[src/rtl/t_ff_mod_counter_pkg.sv]
// Shared definitions for the T-flip-flop modulo counter family: direction
// encodings and the modulus legality check reused by other counters.
package t_ff_mod_counter_pkg;

  localparam logic DIR_UP   = 1'b1;
  localparam logic DIR_DOWN = 1'b0;

  // A modulus is legal when the range 0..modulus-1 fits in `width` bits.
  function automatic bit modulus_ok(input int width, input int modulus);
    return (width >= 1) && (width <= 30) && (modulus >= 2) && (modulus <= (1 << width));
  endfunction

endpackage

[src/rtl/t_ff_mod_counter_t_ff_cell.sv]
// Single toggle flip-flop with asynchronous active-high clear.
module t_ff_cell (
  input  logic i_clk,
  input  logic i_clear,
  input  logic i_t,
  output logic o_q,
  output logic o_qbar
);

  logic r_q;

  always_ff @(posedge i_clk or posedge i_clear) begin
    if (i_clear) begin
      r_q <= 1'b0;
    end else if (i_t) begin
      r_q <= ~r_q;
    end
  end

  assign o_q    = r_q;
  assign o_qbar = ~r_q;

endmodule

[src/rtl/t_ff_mod_counter.sv]
// Modulo-N up/down counter built from a bank of toggle cells.
// Define T_FF_MOD_COUNTER_SATURATE_EN to hold at the bounds instead of wrapping.
module t_ff_mod_counter
  import t_ff_mod_counter_pkg::*;
#(
  parameter int WIDTH   = 4,
  parameter int MODULUS = 10
) (
  input  logic             i_clk,
  input  logic             i_clear,
  input  logic             i_sync_clr,
  input  logic             i_load,
  input  logic [WIDTH-1:0] i_load_val,
  input  logic             i_en,
  input  logic             i_up_dn,
  output logic [WIDTH-1:0] o_q,
  output logic [WIDTH-1:0] o_qbar,
  output logic             o_tc,
  output logic             o_wrap,
  output logic             o_load_err
);

  generate
    if (!modulus_ok(WIDTH, MODULUS)) begin : g_bad_modulus
      $error("t_ff_mod_counter: MODULUS %0d illegal for WIDTH %0d", MODULUS, WIDTH);
    end
  endgenerate

  localparam logic [WIDTH-1:0] MAX_VAL = WIDTH'(MODULUS - 1);
  localparam logic [WIDTH:0]   MOD_EXT = (WIDTH + 1)'(MODULUS);

  logic [WIDTH-1:0] w_q;
  logic [WIDTH-1:0] w_qbar;
  logic [WIDTH-1:0] w_next;
  logic [WIDTH-1:0] w_t;
  logic             w_at_max;
  logic             w_at_zero;
  logic             w_wrap_next;
  logic             w_load_err_next;
  logic             r_wrap;
  logic             r_load_err;

  assign w_at_max  = (w_q == MAX_VAL);
  assign w_at_zero = (w_q == '0);

  always_comb begin
    w_next          = w_q;
    w_wrap_next     = 1'b0;
    w_load_err_next = 1'b0;
    if (i_sync_clr) begin
      w_next = '0;
    end else if (i_load) begin
      if ({1'b0, i_load_val} < MOD_EXT) begin
        w_next = i_load_val;
      end else begin
        w_next          = MAX_VAL;
        w_load_err_next = 1'b1;
      end
    end else if (i_en) begin
      if (i_up_dn == DIR_UP) begin
        if (w_at_max) begin
`ifdef T_FF_MOD_COUNTER_SATURATE_EN
          w_next = MAX_VAL;
`else
          w_next      = '0;
          w_wrap_next = 1'b1;
`endif
        end else begin
          w_next = w_q + WIDTH'(1);
        end
      end else begin
        if (w_at_zero) begin
`ifdef T_FF_MOD_COUNTER_SATURATE_EN
          w_next = '0;
`else
          w_next      = MAX_VAL;
          w_wrap_next = 1'b1;
`endif
        end else begin
          w_next = w_q - WIDTH'(1);
        end
      end
    end
  end

  // Each cell flips exactly the bits that differ between now and next.
  assign w_t = w_q ^ w_next;

  generate
    for (genvar gi = 0; gi < WIDTH; gi++) begin : g_cell
      t_ff_cell u_cell (
        .i_clk  (i_clk),
        .i_clear(i_clear),
        .i_t    (w_t[gi]),
        .o_q    (w_q[gi]),
        .o_qbar (w_qbar[gi])
      );
    end
  endgenerate

  always_ff @(posedge i_clk or posedge i_clear) begin
    if (i_clear) begin
      r_wrap     <= 1'b0;
      r_load_err <= 1'b0;
    end else begin
      r_wrap     <= w_wrap_next;
      r_load_err <= w_load_err_next;
    end
  end

  assign o_q        = w_q;
  assign o_qbar     = w_qbar;
  assign o_wrap     = r_wrap;
  assign o_load_err = r_load_err;
  assign o_tc       = i_en & (((i_up_dn == DIR_UP) & w_at_max) |
                              ((i_up_dn == DIR_DOWN) & w_at_zero));

endmodule

[config.mk]
export PLATFORM = sky130hd
export DESIGN_NAME = t_ff_mod_counter
export DESIGN_NICKNAME = d
export VERILOG_FILES = /design/src/rtl/t_ff_mod_counter_pkg.sv /design/src/rtl/t_ff_mod_counter_t_ff_cell.sv /design/src/rtl/t_ff_mod_counter.sv
export SDC_FILE = /design/constraint.sdc
export NUM_CORES = 1
export LEC_CHECK = 0
export ABC_AREA = 1
export CORE_UTILIZATION = 42
export DETAILED_ROUTE_END_ITERATION = 10
export PLACE_DENSITY = 0.78
export SYNTH_ARGS = -nofsm -noshare
export SYNTH_HDL_FRONTEND = slang
export SYNTH_SLANG_ARGS = --single-unit
[constraint.sdc]
create_clock -name i_clk -period 1.5 [get_ports i_clk]
set_input_delay 0.15 -clock i_clk [delete_from_list [all_inputs] [get_ports i_clk]]
set_output_delay 0.15 -clock i_clk [all_outputs]
set_load 0.02 [all_outputs]
==> impl_metrics.tcl, run 1 <==
set metrics [dict create \
    hpwl_mm 1.24 \
    finalWirelength_mm 1.67 \
    netSwitchingPower_mw 0.226 \
    grt_usage_pct 24.3 \
    worst_pin_slew_ns 0.243 \
    cts_hold_buffers 0 \
    swShare_pct 35.8 \
    grt_max_degree 8 \
    combPwrFrac_pct 46.2 \
    cts_sinks 6 \
    grt_pass1_wl_mm 2.49 \
    worstPathArrival_ns 1.37 \
    ys_seq_elements 6 \
    start_util_pct 48.6 \
    powerDensity_nw_per_um2 684 \
    crit_fanout 3 \
    rows 12 \
    dieArea_um2 1530 \
    synthFlopType "dfrtp_1" \
    core_um2 1190 \
    syn_area_per_cell_um2 7.12 \
    netlist_area_um2 577 \
    synthCells 81 \
    worstSetupPathType "flop to primary output" \
    postRouteAntennaNets 0 \
    setup.worst_path.end_class "primary output" \
    vias 657 \
    syn_to_final_growth_pct 60.1 \
    drt_iter0_drc 13 \
    insertion_delay_ns 0.24 \
    cp-start-kind "flop" \
    syn_nets 94 \
    yosysUniqueCellTypes 22 \
    place_congestion 0.819 \
    wl_per_cell_um 13.0 \
    via_per_inst 5.13 \
    io-pin-count 21 \
    total_power_mw 0.632 \
    leakagePower_nw 0.473 \
    synth_edf_count 0 \
    cts_buffer_depth 2 \
    finalSetupViolCount 1 \
    layout_commonest_cell "buf_4" \
    drc 0 \
    first_pass_iters 4 \
    insertedDiodeCount 0 \
    die_x_um 39.1 \
    place_ws_ns -0.280 \
    yosysWarnings 0 \
    rsz0062_at_grt "yes" \
    slew_headroom_pct 83.6 \
    grt_pass1_vias 649 \
    numCtsBuffers 3 \
    die_height_um 39.1 \
    finalCriticalPeriod_ns 1.52 \
    setup_slack_ns -0.0180 \
    drv_slew 0 \
    antenna_found_initial 0 \
    skew_ns 0.00129 \
    setup_tns_ns -0.0180 \
    grt_overflow 0 \
    required_ns 1.35 \
    ir_worst_vdd_mv 0.419 \
    maxCapViolCount 0 \
    clk_pin_slew_ns 0.05 \
    numPortBuffers 20 \
    seq_power_share_pct 29.4 \
    cts_root_buffer "clkbuf_4" \
    htree_levels 1 \
    hold_viol_final 0 \
    status "complete, but fails checks" \
    drive_gt1_share_pct 37.7 \
    hold_class "input pin to asynchronous set/reset pin" \
    fin_nets 129 \
    fin_crit_sh_pct 101 \
    async_flop_share_pct 100 \
    internal-power_mw 0.405 \
    violations "negative setup slack" \
    timing.fmax_ghz 0.659 \
    synth_seq_area_share_pct 26.0 \
    p_clk_share_pct 24.4 \
    cts_tree "built" \
    mostFrequentLayoutCells "19 x buf_4, 16 x nand2_1, 11 x clkdlybuf4s50_1, 9 x nand3_1, 8 x dlygate4sd2_1" \
]
worst max-delay path, stage by stage, from the launching register on:
cell     delay, ns
dfrtp_1       0.38
inv_2         0.13
ha_4          0.17
nand3_4       0.09
nand2_4       0.09
nand3_2       0.09
inv_2         0.06
buf_6         0.10
routing by layer:
layer / track usage (%) / vias up / part of all wire (%)
met5: 0 / - / 0
met4: 8.62 / 0 / 2.3
met3: 4.62 / 8 / 7.7
met2: 46.7 / 40 / 50
met1: 25.5 / 286 / 40
li1: - / 323 / -
path summary, 6_finish.rpt:
path	startpoint	end	slack, ns	cells after the start
setup / recovery	g_cell[1].u_cell.o_q	o_tc	-0.02	7
hold / removal	i_clear	g_cell[3].u_cell.o_q	0.12	2
setup reg to reg	g_cell[1].u_cell.o_q	g_cell[2].u_cell.o_q	0.03	11
hold reg to reg	g_cell[0].u_cell.o_q	g_cell[0].u_cell.o_q	0.73	3
max in group asynchronous	i_clear	g_cell[0].u_cell.o_q	1.17	2
min in group i_clk	i_sync_clr	o_load_err	0.51	2
cell usage after synthesis, types with 2 or more instances:
master	instances	share of area (%)
nand3_1	10	8.7
nor2_1	5	3.3
inv_2	4	2.6
nand2_2	3	3.3
nand2_1	16	10
buf_4	8	10
nand3_2	2	3.5
dfrtp_1	6	26
inv_1	7	4.6
ha_1	3	6.5
o21ai_1	2	1.7
a21oi_1	5	4.3
final cells by class:
cell class	count	area, µm²
fillers	83	263
inverters	12	50.0
multi-input cells	54	348
well taps	14	17.5
clock buffers	3	22.5
flip-flops and latches	6	151
repair buffers	39	334
flip-flops by register name (all words and copies together) (netlist names):
name	flops
o_load_err	1
g_cell.u_cell.o_q	4
o_wrap	1
power by group through the flow:
stage	clock (mW)	combinational (mW)	sequential (mW)
2_1_floorplan	0	0.152	0.189
3_3_place_gp	0	0.260	0.184
3_5_place_dp	0	0.269	0.185
4_1_cts	0.157	0.261	0.183
5_1_grt	0.161	0.315	0.188
6_report	0.154	0.292	0.186
cell families after synthesis:
logic type,share of synthesized area (%)
buf+inv,21.0
fa+ha+maj,6.51
compound gates,11.9
flops,26.0
xor+xnor,1.52
simple gates,33.0
per-stage QoR:
stage               hold WS (ns)  util, %  std cells  cell area [µm²]
CTS                        0.131     72.2        125              856
detailed placement         0.394     70.5        121              836
global route               0.151     77.8        128              923
finish                     0.124     77.8        128              923
global placement           0.371     70.5        121              836
floorplan                -0.0590        -         81              577
what timing repair did:
action                                  in CTS  in global routing
resized for setup                           16                  9
endpoints found under the setup margin       8                  1
setup buffers                                1                  3
pin swaps                                    0                  4
Power figures use the tool's default switching activity.
==> run 2: changes to the inputs <==
- CAP_MARGIN: not set -> 20
==> results of run 2 <==
Final layout, timing and power as in run 1 (identical DEF).
